File: src/rtl/frame_buf_pkg.sv
// Shared definitions for the frame-buffer write path.
//   WR_ASSERT / WR_DEASSERT : levels of the active-low write strobe
//   BYTES_PER_PIX_DEFAULT   : bytes assembled per pixel
//   cap_state_t             : capture FSM states (IDLE, SYNC, CAPTURE)
package frame_buf_pkg;

  localparam logic WR_ASSERT   = 1'b0;
  localparam logic WR_DEASSERT = 1'b1;

  localparam int unsigned BYTES_PER_PIX_DEFAULT = 3;

  typedef enum logic [1:0] {
    IDLE    = 2'd0,
    SYNC    = 2'd1,
    CAPTURE = 2'd2
  } cap_state_t;

endpackage

File: src/rtl/pixel_packer.sv
// Byte-to-pixel assembler for the capture stage.
//   clk, reset : capture clock, synchronous active-high reset
//   enable     : high while the capture FSM is in CAPTURE
//   href       : byte_in valid this cycle
//   byte_in    : incoming byte, most significant component first
//   pix_valid  : the last byte of a pixel is being taken this cycle
//   pix_word   : the completed pixel (valid with pix_valid)
module pixel_packer
  import frame_buf_pkg::*;
#(
  parameter int unsigned DATA_WIDTH    = 24,
  parameter int unsigned BYTE_WIDTH    = 8,
  parameter int unsigned BYTES_PER_PIX = BYTES_PER_PIX_DEFAULT
) (
  input  logic                  clk,
  input  logic                  reset,
  input  logic                  enable,
  input  logic                  href,
  input  logic [BYTE_WIDTH-1:0] byte_in,
  output logic                  pix_valid,
  output logic [DATA_WIDTH-1:0] pix_word
);

  localparam int unsigned ACC_W = DATA_WIDTH - BYTE_WIDTH;
  localparam int unsigned CNT_W = (BYTES_PER_PIX > 1) ? $clog2(BYTES_PER_PIX) : 1;
  localparam logic [CNT_W-1:0] LAST_BYTE = CNT_W'(BYTES_PER_PIX - 1);

  logic [ACC_W-1:0] acc;
  logic [CNT_W-1:0] count;

  // The pixel is formed combinationally from the earlier bytes plus the
  // byte on the bus; the top registers it, giving one cycle of latency.
  assign pix_valid = enable & href & (count == LAST_BYTE);
  assign pix_word  = {acc, byte_in};

  always_ff @(posedge clk) begin
    if (reset) begin
      acc   <= '0;
      count <= '0;
    end else if (!enable || !href) begin
      // Any href gap (or leaving CAPTURE) drops a partially assembled pixel.
      count <= '0;
    end else begin
      acc   <= ACC_W'({acc, byte_in});
      count <= pix_valid ? '0 : count + CNT_W'(1);
    end
  end

endmodule

File: src/rtl/pixel_capture.sv
// Write-side capture stage: aligns to vsync, assembles byte-serial pixels
// and emits one frame of FRAME_PIXELS single-cycle write strobes.
//   wr_clk, reset : capture clock, synchronous active-high reset
//   capture_en    : arm request, sampled only in IDLE
//   vsync_in      : frame sync pulse between frames
//   href_in       : line valid, byte_in valid while high
//   byte_in       : pixel byte, MSB component first
//   pix_data      : assembled pixel (holds between strobes)
//   pix_wr_n      : active-low one-cycle write strobe per pixel
//   pix_count     : pixels emitted in the current frame
//   busy          : FSM not in IDLE
//   frame_done    : pulse with the strobe of the final pixel
//   short_frame   : pulse when vsync rises before the frame completes
module pixel_capture
  import frame_buf_pkg::*;
#(
  parameter int unsigned DATA_WIDTH    = 24,
  parameter int unsigned BYTE_WIDTH    = 8,
  parameter int unsigned BYTES_PER_PIX = BYTES_PER_PIX_DEFAULT,
  parameter int unsigned ADDR_WIDTH    = 3,
  parameter int unsigned FRAME_PIXELS  = 1 << ADDR_WIDTH
) (
  input  logic                  wr_clk,
  input  logic                  reset,
  input  logic                  capture_en,
  input  logic                  vsync_in,
  input  logic                  href_in,
  input  logic [BYTE_WIDTH-1:0] byte_in,
  output logic [DATA_WIDTH-1:0] pix_data,
  output logic                  pix_wr_n,
  output logic [ADDR_WIDTH:0]   pix_count,
  output logic                  busy,
  output logic                  frame_done,
  output logic                  short_frame
);

  localparam int unsigned CNT_W = ADDR_WIDTH + 1;
  localparam logic [CNT_W-1:0] LAST_PIX = CNT_W'(FRAME_PIXELS - 1);

  (* fsm_safe_state = "reset_state" *) cap_state_t state;
  cap_state_t state_next;

  logic                  vsync_d;
  logic                  rise;
  logic                  fall;
  logic                  pix_valid;
  logic [DATA_WIDTH-1:0] pix_word;
  logic                  frame_last;

  assign rise = vsync_in & ~vsync_d;
  assign fall = ~vsync_in & vsync_d;

  pixel_packer #(
    .DATA_WIDTH    (DATA_WIDTH),
    .BYTE_WIDTH    (BYTE_WIDTH),
    .BYTES_PER_PIX (BYTES_PER_PIX)
  ) u_packer (
    .clk       (wr_clk),
    .reset     (reset),
    .enable    (state == CAPTURE),
    .href      (href_in),
    .byte_in   (byte_in),
    .pix_valid (pix_valid),
    .pix_word  (pix_word)
  );

  // Completing the final pixel outranks a coincident vsync rise.
  assign frame_last = pix_valid && (pix_count == LAST_PIX);

  always_ff @(posedge wr_clk) begin
    if (reset) begin
      state <= IDLE;
    end else begin
      state <= state_next;
    end
  end

  always_comb begin
    state_next = state;
    case (state)
      IDLE:    if (capture_en && rise) state_next = SYNC;
      SYNC:    if (fall) state_next = CAPTURE;
      CAPTURE: begin
        if (frame_last) begin
          state_next = IDLE;
        end else if (rise) begin
          state_next = SYNC;
        end
      end
      default: state_next = IDLE;
    endcase
  end

  always_comb begin
    busy = (state != IDLE);
  end

  always_ff @(posedge wr_clk) begin
    if (reset) begin
      vsync_d     <= 1'b0;
      pix_data    <= '0;
      pix_wr_n    <= WR_DEASSERT;
      pix_count   <= '0;
      frame_done  <= 1'b0;
      short_frame <= 1'b0;
    end else begin
      vsync_d     <= vsync_in;
      pix_wr_n    <= WR_DEASSERT;
      frame_done  <= 1'b0;
      short_frame <= 1'b0;
      if (state == SYNC && fall) begin
        pix_count <= '0;
      end
      if (state == CAPTURE) begin
        if (frame_last) begin
          pix_data   <= pix_word;
          pix_wr_n   <= WR_ASSERT;
          pix_count  <= pix_count + CNT_W'(1);
          frame_done <= 1'b1;
        end else if (rise) begin
          // A pixel finishing on the same edge belongs to an abandoned frame.
          short_frame <= 1'b1;
        end else if (pix_valid) begin
          pix_data  <= pix_word;
          pix_wr_n  <= WR_ASSERT;
          pix_count <= pix_count + CNT_W'(1);
        end
      end
    end
  end

endmodule

File: config.mk
export PLATFORM = sky130hd
export DESIGN_NAME = pixel_capture
export DESIGN_NICKNAME = d
export VERILOG_FILES = /design/src/rtl/frame_buf_pkg.sv /design/src/rtl/pixel_packer.sv /design/src/rtl/pixel_capture.sv
export SDC_FILE = /design/constraint.sdc
export NUM_CORES = 1
export LEC_CHECK = 0
export CAP_MARGIN = 20
export CELL_PAD_IN_SITES_DETAIL_PLACEMENT = 0
export CELL_PAD_IN_SITES_GLOBAL_PLACEMENT = 1
export CORE_MARGIN = 2
export CORE_UTILIZATION = 38
export DETAILED_ROUTE_END_ITERATION = 10
export PLACE_DENSITY = 0.8
export SYNTH_ARGS = -nofsm -noshare
export SYNTH_HDL_FRONTEND = slang
export SYNTH_SLANG_ARGS = --single-unit
File: constraint.sdc
create_clock -name wr_clk -period 3.06 [get_ports wr_clk]
set_input_delay 0.459 -clock wr_clk [delete_from_list [all_inputs] [get_ports wr_clk]]
set_output_delay 0.459 -clock wr_clk [all_outputs]
set_load 0.01 [all_outputs]
==> results.sh, run 1 <==
export IMPL_status="finished clean"
export IMPL_period_needed_ns=2.02
export IMPL_first_iter_violations=83
export IMPL_grt_max_degree=36
export IMPL_power_frac_clock_pct=38.8
export IMPL_clock_sinks=52
export IMPL_power_density_nw_per_um2=476
export IMPL_clock_path_buffers=2
export IMPL_fmax_mhz=496
export IMPL_die_y_um=75.4
export IMPL_rsz0062_at_grt="false"
export IMPL_wl_per_cell_um=11.9
export IMPL_dp_cells=331
export IMPL_reg2reg_slack_ns=1.06
export IMPL_combPwrFrac_pct=3.8
export IMPL_portBuffers=44
export IMPL_holdWs_ns=0.430
export IMPL_worst_path_max_delay_cell="a21o_1"
export IMPL_relSlewSlack_pct=40.0
export IMPL_yosysWarnings=0
export IMPL_setup_tns_ns=0
export IMPL_coreArea_um2=4820
export IMPL_power_mw=1.19
export IMPL_drt_total_wl_mm=4.05
export IMPL_die_w_um=75.4
export IMPL_vias=1617
export IMPL_drive_gt1_share_pct=5.51
export IMPL_p_switching_uw=244
export IMPL_ir_drop_mv=0.278
export IMPL_cts_hold_buf=0
export IMPL_viasPerCell=4.77
export IMPL_required_ns=3.30
export IMPL_worstSetupEndpointType="flop"
export IMPL_pwr_share_seq_pct=57.3
export IMPL_fillers=491
export IMPL_setup_viol=0
export IMPL_pre_cts_slack_ns=0.704
export IMPL_critPathKind="primary input to flop"
export IMPL_grt_total_usage_pct=15.6
export IMPL_initial_core_util_pct=40.2
export IMPL_worst_skew_pair_late_latency_ns=0.30
export IMPL_cts_resized=0
export IMPL_syn_nets=246
export IMPL_hold_class="flop to flop"
export IMPL_nets=286
export IMPL_numCtsBuffers=5
export IMPL_clockRootBuffer="clkbuf_8"
export IMPL_netSwitchingFraction_pct=20.5
export IMPL_htree_num_levels=2
export IMPL_finalHoldViolCount=0
export IMPL_postRouteAntennaNets=0
export IMPL_path_cells="clkdlybuf4s50_1 -> and2b_1 -> a21o_1 -> o21ai_0 -> a21boi_1"
export IMPL_grt_overflow_total=0
export IMPL_grt_pass1_vias=1448
export IMPL_finalCritPeriodShare_pct=65.9
export IMPL_gp_congestion=0.734
export IMPL_crit_path_start_kind="primary input"
export IMPL_cts_tree="yes"
export IMPL_syn_area_um2=1940
export IMPL_area_growth_pct=29.0
export IMPL_post_route_drc_count=0
export IMPL_p_int_uw=944
export IMPL_ys_ff_latch=52
export IMPL_tightest_slew_ns=0.900
export IMPL_worstPathMaxFanout=29
export IMPL_io_pins=45
export IMPL_timing_final_ws_setup_ns=1.04
export IMPL_avgSynthCellArea_um2=8.38
export IMPL_final_cells=339
export IMPL_seq_area_frac_synth_pct=53.8
export IMPL_post_cts_buffers=0
export IMPL_maxSlewViolCount=0
export IMPL_die_area_um2=5680
export IMPL_drtPass1Iterations=4
export IMPL_diodes=0
export IMPL_place_hpwl_mm=2.65
export IMPL_cts_reportedPaths_clkPinSlew_ns=0.09
export IMPL_cap_violations=0
export IMPL_num_rows=25
export IMPL_cp_data_arrival_time_ns=2.26
export IMPL_skew_ns=0.00836
export IMPL_netlist_cell_type_count=33
export IMPL_power_leakage_nw=0.822
export IMPL_slowest_delay_ns=0.73
export IMPL_antenna_found_initial=0
export IMPL_syn_inst=231
export IMPL_grt_pass1_wl_mm=6.71
## worst max-delay path: cells and delay by family
family	cells	cell delay (ns)
AO/OA/AOI/OAI	3	1.07
buffers and inverters	1	0.51
AND/OR/NAND/NOR	1	0.21
## final cells by class
type | count | area, µm² | area share [%]
inverters | 1 | 3.75 | 0.150
well taps | 67 | 83.8 | 3.36
repair buffers | 47 | 458 | 18.3
multi-input cells | 164 | 802 | 32.1
flip-flops and latches | 52 | 1040 | 41.7
clock inverters | 2 | 35.0 | 1.40
clock buffers | 6 | 72.6 | 2.91
## cell usage after synthesis, drive strengths merged
| library cell | count | area (µm²) |
|---|---|---|
| buf | 8 | 66.3 |
| a31o | 1 | 8.76 |
| nand2b | 3 | 18.8 |
| or2b | 1 | 7.51 |
| nor2b | 4 | 25.0 |
| nand2 | 82 | 308 |
| and3b | 1 | 8.76 |
| nand4b | 1 | 8.76 |
| nor4b | 1 | 8.76 |
| clkbuf | 6 | 22.5 |
| o21ai | 1 | 5.00 |
| or2 | 1 | 6.26 |
| nand3b | 2 | 15.0 |
| inv | 1 | 3.75 |
| o31ai | 1 | 12.5 |
| ha | 2 | 25.0 |
| nor3 | 2 | 10.0 |
| a21oi | 43 | 219 |
| a21boi | 1 | 7.51 |
| nand3 | 4 | 20.0 |
| or3 | 1 | 6.26 |
| and2b | 2 | 15.0 |
| nor4 | 3 | 18.8 |
| o211ai | 1 | 7.51 |
| dfxtp | 52 | 1040 |
| a21o | 2 | 15.0 |
| nand4 | 1 | 6.26 |
| a31oi | 1 | 6.26 |
| nor2 | 1 | 3.75 |
| a221oi | 1 | 8.76 |
## power groups by stage
| stage | clock [mW] | combinational, mW | sequential, mW |
|---|---|---|---|
| 3_3_place_gp | 0 | 0.0460 | 0.697 |
| 4_1_cts | 0.469 | 0.0458 | 0.681 |
| 6_report | 0.461 | 0.0455 | 0.681 |
| 5_1_grt | 0.498 | 0.0497 | 0.682 |
| 3_5_place_dp | 0 | 0.0457 | 0.697 |
| 2_1_floorplan | 0 | 0.0218 | 0.696 |
## cells by family (layout without fill, tap and decap cells)
logic type / after synthesis / after routing / synth area share [%]
adders and majority gates: 2 / 2 / 1.29
and+or+nand+nor: 110 / 110 / 25.1
AOI/OAI and AO/OA: 52 / 52 / 15.0
buffers and inverters: 15 / 56 / 4.78
DFF: 52 / 52 / 53.8
## per-layer routing
layer | track usage, % | part of all wire, %
met1 | 22.4 | 52
met2 | 22.5 | 42
met3 | 4.37 | 4.0
met4 | 5.26 | 1.5
met5 | 0 | 0
## cell usage in the layout (no fill, tap or decap), drive strengths merged, types with 2 or more instances in the layout
cell | synthesis | final
a21o | 2 | 2
a21oi | 43 | 43
and2b | 2 | 2
buf | 8 | 4
clkbuf | 6 | 6
clkdlybuf4s50 | 0 | 43
dfxtp | 52 | 52
ha | 2 | 2
nand2 | 82 | 82
nand2b | 3 | 3
nand3 | 4 | 4
nand3b | 2 | 2
nor2b | 4 | 4
nor3 | 2 | 2
nor4 | 3 | 3
## sequential cells by signal (all words and copies together) (netlist names)
signal / count
u_packer.count: 2
u_packer.acc: 16
vsync_d: 1
pix_count: 4
state: 2
pix_data: 24
short_frame: 1
frame_done: 1
pix_wr_n: 1
## stage by stage
step / area [µm²] / util, %
finish: 2500 / 51.8
global placement: 2390 / 49.6
CTS: 2500 / 51.8
detailed placement: 2390 / 49.6
floorplan: 1940 / -
global route: 2500 / 51.8
## path summary, 6_finish.rpt
| kind | endpoint | from | depth (start not counted) |
|---|---|---|---|
| setup / recovery | pix_count[3] | vsync_in | 5 |
| hold / removal | u_packer.count[0] | u_packer.count[0] | 1 |
| setup reg to reg | pix_count[3] | pix_count[0] | 5 |
| hold reg to reg | u_packer.count[0] | u_packer.count[0] | 1 |
Note: power is estimated with default switching activity, not from simulation.
==> inputs of run 2 (changes only) <==
--- a/config.mk
+++ b/config.mk
@@ -9,9 +9,9 @@
 export CELL_PAD_IN_SITES_DETAIL_PLACEMENT = 0
 export CELL_PAD_IN_SITES_GLOBAL_PLACEMENT = 1
 export CORE_MARGIN = 2
-export CORE_UTILIZATION = 38
+export CORE_UTILIZATION = 36
 export DETAILED_ROUTE_END_ITERATION = 10
-export PLACE_DENSITY = 0.8
+export PLACE_DENSITY = 0.76
 export SYNTH_ARGS = -nofsm -noshare
 export SYNTH_HDL_FRONTEND = slang
 export SYNTH_SLANG_ARGS = --single-unit
==> constraint.sdc (replaced) <==
create_clock -name wr_clk -period 2 [get_ports wr_clk]
set_input_delay 0.3 -clock wr_clk [delete_from_list [all_inputs] [get_ports wr_clk]]
set_output_delay 0.3 -clock wr_clk [all_outputs]
set_load 0.01 [all_outputs]
==> run 2 against run 1 <==
Core utilization down 2.4 points. Via count grew 3.0%. Clock-buffer cell count unchanged. Global-route usage about the same. Final cell count increased by 1.8%. First-iteration DRC count decreased by 27%. Register-to-register slack lost 0.60 ns. Flip-flop and latch count stayed put. Non-clock buffer count rose by 3. Design area increased by 1.7%. Critical path depth decreased by 3. Sequential share of layout area is 0.70 points lower. Critical endpoint is now busy. Largest cell class unchanged.
==> results.sh, run 2 (synthesis results as in run 1) <==
export IMPL_mostFrequentLayoutCell="nand2_1"
export IMPL_largest_register_ffs=24
export IMPL_antenna_found_initial=0
export IMPL_power_leakage_nw=0.838
export IMPL_largestRegisters="pix_data (24), u_packer.acc (16), pix_count (4)"
export IMPL_hold_class="primary input to flop"
export IMPL_cts_reportedPaths_clkPinSlew_ns=0.10
export IMPL_post_route_drc_count=0
export IMPL_wl_per_cell_um=12.3
export IMPL_power_density_nw_per_um2=723
export IMPL_regMostFlops="pix_data"
export IMPL_clock_path_buffers=2
export IMPL_num_rows=26
export IMPL_critPathKind="flop to primary output"
export IMPL_postRouteAntennaNets=0
export IMPL_fmax_mhz=569
export IMPL_maxSlewViolCount=0
export IMPL_htree_num_levels=2
export IMPL_holdWs_ns=0.437
export IMPL_power_frac_clock_pct=39.2
export IMPL_netSwitchingFraction_pct=20.9
export IMPL_worstSetupEndpointType="primary output"
export IMPL_fillers=579
export IMPL_vias=1666
export IMPL_grt_total_usage_pct=15.6
export IMPL_ir_drop_mv=0.262
export IMPL_post_cts_buffers=0
export IMPL_viasPerCell=4.83
export IMPL_period_needed_ns=1.76
export IMPL_relSlewSlack_pct=57.7
export IMPL_layout_common_cells="82 x nand2_1, 52 x dfxtp_1, 43 x clkdlybuf4s50_1"
export IMPL_skew_ns=0.00937
export IMPL_cap_violations=0
export IMPL_cts_resized=0
export IMPL_combPwrFrac_pct=4.0
export IMPL_tightest_slew_ns=0.633
export IMPL_die_w_um=77.3
export IMPL_required_ns=1.70
export IMPL_place_hpwl_mm=2.84
export IMPL_cts_hold_buf=0
export IMPL_initial_core_util_pct=37.7
export IMPL_grt_max_degree=27
export IMPL_p_switching_uw=383
export IMPL_numCtsBuffers=5
export IMPL_drt_total_wl_mm=4.23
export IMPL_clock_sinks=52
export IMPL_pwr_share_seq_pct=56.8
export IMPL_setup_tns_ns=0
export IMPL_worst_skew_pair_late_latency_ns=0.31
export IMPL_drive_gt1_share_pct=6.55
export IMPL_die_y_um=77.3
export IMPL_diodes=0
export IMPL_worstPathMaxFanout=8
export IMPL_die_area_um2=5980
export IMPL_finalHoldViolCount=0
export IMPL_portBuffers=44
export IMPL_grt_pass1_wl_mm=7.42
export IMPL_grt_pass1_vias=1618
export IMPL_gp_congestion=0.727
export IMPL_clockRootBuffer="clkbuf_8"
export IMPL_crit_path_start_kind="flop"
export IMPL_power_mw=1.83
export IMPL_area_growth_pct=31.2
export IMPL_drtPass1Iterations=4
export IMPL_setup_viol=0
export IMPL_p_int_mw=1.45
export IMPL_finalCritPeriodShare_pct=87.9
export IMPL_grt_overflow_total=0
export IMPL_coreArea_um2=5140
export IMPL_io_pins=45
export IMPL_cts_tree="yes"
export IMPL_cp_data_arrival_time_ns=1.46
export IMPL_rsz0062_at_grt="false"
export IMPL_nets=289
export IMPL_first_iter_violations=61
export IMPL_status="finished clean"
[run 2: cell count changes in the layout (fill, tap and decap cells not counted), sizes merged]
| cell | delta |
|---|---|
| buf | +3 |
| clkinv | -1 |
| inv | +1 |
[run 2: power by group through the flow]
stage                     Combinational, mW  Sequential, mW  Clock (mW)
after floorplan                      0.0334            1.06           0
after global placement               0.0731            1.07           0
final                                0.0727            1.04       0.720
after detailed placement             0.0728            1.07           0
after global routing                 0.0790            1.04       0.793
after CTS                            0.0730            1.04       0.744
[run 2: through the flow]
| stage | worst slack (ns) | instance area, µm² | std cells | util (%) |
|---|---|---|---|---|
| finish | 0.242 | 2540 | 345 | 49.4 |
| global route | 0.188 | 2540 | 345 | 49.4 |
| CTS | 0.226 | 2540 | 345 | 49.4 |
| detailed placement | 0.270 | 2430 | 337 | 47.2 |
| global placement | 0.299 | 2430 | 337 | 47.2 |
| floorplan | 0.512 | 1940 | 231 | - |
[run 2: worst paths after layout]
path / start / end / slack [ns] / depth (start not counted)
worst max register to register: u_packer.count[0] / pix_count[3] / 0.46 / 6
worst min-delay path: reset / pix_data[15] / 0.44 / 2
worst min register to register: u_packer.count[0] / u_packer.count[0] / 0.45 / 1
worst max-delay path: state[0] / busy / 0.24 / 2
[run 2: area by class of cell]
cell class	instances	area [µm²]	area share, %
repair buffers	50	493	19.4
clock inverters	2	38.8	1.53
well taps	70	87.6	3.45
inverters	1	3.75	0.148
clock buffers	6	72.6	2.86
flip-flops and latches	52	1040	41.0
multi-input cells	164	802	31.6
[run 2: worst max-delay path, cell delays in order, from the launching register on]
cell,delay [ns]
dfxtp_1,0.37
or2_2,0.31
clkdlybuf4s50_1,0.47
[run 2: routing by layer]
layer	global-route usage [%]	vias up	wire, µm
li1	-	852	-
met1	19.2	769	2090
met2	25.8	38	1880
met3	4.00	7	185
met4	6.43	0	78
met5	0	-	0
==> inputs of run 3 (changes only) <==
--- a/config.mk
+++ b/config.mk
@@ -8,6 +8,7 @@
 export CAP_MARGIN = 20
 export CELL_PAD_IN_SITES_DETAIL_PLACEMENT = 0
 export CELL_PAD_IN_SITES_GLOBAL_PLACEMENT = 1
+export CORE_ASPECT_RATIO = 0.7
 export CORE_MARGIN = 2
 export CORE_UTILIZATION = 36
 export DETAILED_ROUTE_END_ITERATION = 10
==> constraint.sdc (replaced) <==
create_clock -name wr_clk -period 2 [get_ports wr_clk]
set_input_delay 0.2 -clock wr_clk [delete_from_list [all_inputs] [get_ports wr_clk]]
set_output_delay 0.2 -clock wr_clk [all_outputs]
set_load 0.01 [all_outputs]
==> run 3 against run 2 <==
Clock skew fell by 0.0026 ns. Core utilization decreased by 0.55 points. Combinational power fell by 2%. Die area rose by 0.16%. Highest routed layer unchanged. Critical path depth unchanged. Largest cell class unchanged. Wire length increased by 0.64%. Setup slack improved by 0.095 ns. Maximum frequency rose by 5.7%. Sequential power hardly changed. Critical path type unchanged. Clock-buffer cell count decreased by 1. Worst hold slack lost 0.080 ns.
==> results.sh, run 3 (synthesis results as in run 1) <==
export IMPL_status="finished clean"
export IMPL_ir_drop_mv=0.248
export IMPL_path_depth=2
export IMPL_worstSetupEndpointType="primary output"
export IMPL_maxSlewViolCount=0
export IMPL_regToRegStartpoint="u_packer.count[0]"
export IMPL_power_leakage_nw=0.837
export IMPL_worst_path_buf_inv=1
export IMPL_ff2ff_path_depth=7
export IMPL_diodes=0
export IMPL_die_w_um=91.6
export IMPL_wl_per_cell_um=12.3
export IMPL_worstPathMaxFanout=8
export IMPL_clock_sinks=52
export IMPL_finalCritPeriodShare_pct=83.2
export IMPL_seq_area_um2=1040
export IMPL_r2r_end="pix_count[3]"
export IMPL_clock_path_buffers=2
export IMPL_period_needed_ns=1.66
export IMPL_post_cts_buffers=0
export IMPL_setup_tns_ns=0
export IMPL_place_hpwl_mm=2.90
export IMPL_endpoint="busy"
export IMPL_mostFrequentLayoutCell="nand2_1"
export IMPL_drive_gt1_share_pct=6.91
export IMPL_viasPerCell=4.68
export IMPL_power_mw=1.83
export IMPL_grt_max_degree=28
export IMPL_largestRegisters="pix_data (24), u_packer.acc (16), pix_count (4)"
export IMPL_fillers=519
export IMPL_clockRootBuffer="clkbuf_8"
export IMPL_grt_overflow_total=0
export IMPL_cap_violations=0
export IMPL_cts_hold_buf=0
export IMPL_worst_skew_pair_late_latency_ns=0.30
export IMPL_postRouteAntennaNets=0
export IMPL_tightest_slew_ns=0.605
export IMPL_die_area_um2=5990
export IMPL_layout_common_cells="82 x nand2_1, 52 x dfxtp_1, 43 x clkdlybuf4s50_1"
export IMPL_fmax_mhz=601
export IMPL_pwr_share_seq_pct=57.0
export IMPL_grt_total_usage_pct=15.0
export IMPL_holdWs_ns=0.356
export IMPL_vias=1623
export IMPL_numCtsBuffers=5
export IMPL_reg2reg_slack_ns=0.43
export IMPL_startpoint="state[0]"
export IMPL_netSwitchingFraction_pct=21.1
export IMPL_gp_congestion=0.739
export IMPL_critPathTopFamily="buffers and inverters"
export IMPL_antenna_found_initial=0
export IMPL_required_ns=1.80
export IMPL_relSlewSlack_pct=59.5
export IMPL_placed_cell_area_um2=2430
export IMPL_p_switching_uw=385
export IMPL_multi_input_area_um2=802
export IMPL_initial_core_util_pct=37.2
export IMPL_power_frac_clock_pct=39.1
export IMPL_setup_viol=0
export IMPL_htree_num_levels=2
export IMPL_post_route_drc_count=0
export IMPL_die_y_um=65.4
export IMPL_portBuffers=44
export IMPL_regMostFlops="pix_data"
export IMPL_nets=289
export IMPL_drtPass1Iterations=4
export IMPL_coreArea_um2=5200
export IMPL_num_rows=22
export IMPL_path_cells="or2_2 -> clkdlybuf4s50_1"
export IMPL_p_int_mw=1.44
export IMPL_cts_resized=0
export IMPL_largest_register_ffs=24
export IMPL_cts_reportedPaths_clkPinSlew_ns=0.09
export IMPL_first_iter_violations=70
export IMPL_cp_data_arrival_time_ns=1.46
export IMPL_skew_ns=0.00679
export IMPL_crit_path_start_kind="flop"
export IMPL_finalHoldViolCount=0
export IMPL_slowest_delay_ns=0.48
export IMPL_worst_path_max_delay_cell="clkdlybuf4s50_1"
export IMPL_grt_pass1_vias=1478
export IMPL_power_density_nw_per_um2=719
export IMPL_worst_hold_path_num_cells=2
export IMPL_cts_tree="yes"
export IMPL_critPathKind="flop to primary output"
export IMPL_drt_total_wl_mm=4.26
export IMPL_io_pins=45
export IMPL_area_growth_pct=31.3
export IMPL_utilization_pct=48.8
export IMPL_rsz0062_at_grt="false"
export IMPL_grt_pass1_wl_mm=7.04
export IMPL_combPwrFrac_pct=3.9
export IMPL_hold_class="primary input to flop"
export IMPL_fin_area_um2=2540
-- run 3: changes by cell type in the layout (fill, tap and decap cells not counted), sizes merged --
| cell | previous run | this run |
|---|---|---|
| clkbuf | 6 | 5 |
| clkinv | 0 | 1 |
| inv | 2 | 1 |
| clkinvlp | 0 | 1 |
-- run 3: layout make-up --
type,count,area share [%]
inverter,1,0.148
clock inverter,3,1.67
multi-input combinational,164,31.6
timing repair buffer,50,19.4
sequential,52,41.0
tap,72,3.55
clock buffer,5,2.71
-- run 3: worst min path at each step --
stage                        end               from  slack [ns]
3_5_place_dp   u_packer.count[0]  u_packer.count[0]        0.41
4_1_cts             pix_data[18]              reset        0.35
3_3_place_gp   u_packer.count[0]  u_packer.count[0]        0.41
2_1_floorplan            vsync_d           vsync_in        0.33
5_1_grt             pix_data[18]              reset        0.38
6_report            pix_data[18]              reset        0.36
-- run 3: metrics by stage --
| stage | instances | setup WS, ns |
|---|---|---|
| 2_1_floorplan | 231 | 0.512 |
| 3_3_place_gp | 339 | 0.346 |
| 3_5_place_dp | 339 | 0.351 |
| 4_1_cts | 347 | 0.333 |
| 5_1_grt | 347 | 0.277 |
| 6_report | 347 | 0.337 |
-- run 3: power by group through the flow --
stage / registers, mW / logic [mW] / clock network, mW
5_1_grt: 1.04 / 0.0781 / 0.783
6_report: 1.04 / 0.0715 / 0.714
2_1_floorplan: 1.06 / 0.0334 / 0
4_1_cts: 1.04 / 0.0720 / 0.736
3_3_place_gp: 1.07 / 0.0721 / 0
3_5_place_dp: 1.07 / 0.0717 / 0
-- run 3: layer usage --
metal	part of all wire (%)	global-route usage [%]	up-vias
li1	-	-	854
met1	54	21.8	727
met2	39	21.4	35
met3	5.0	3.78	7
met4	1.1	5.11	0
met5	0	0	-
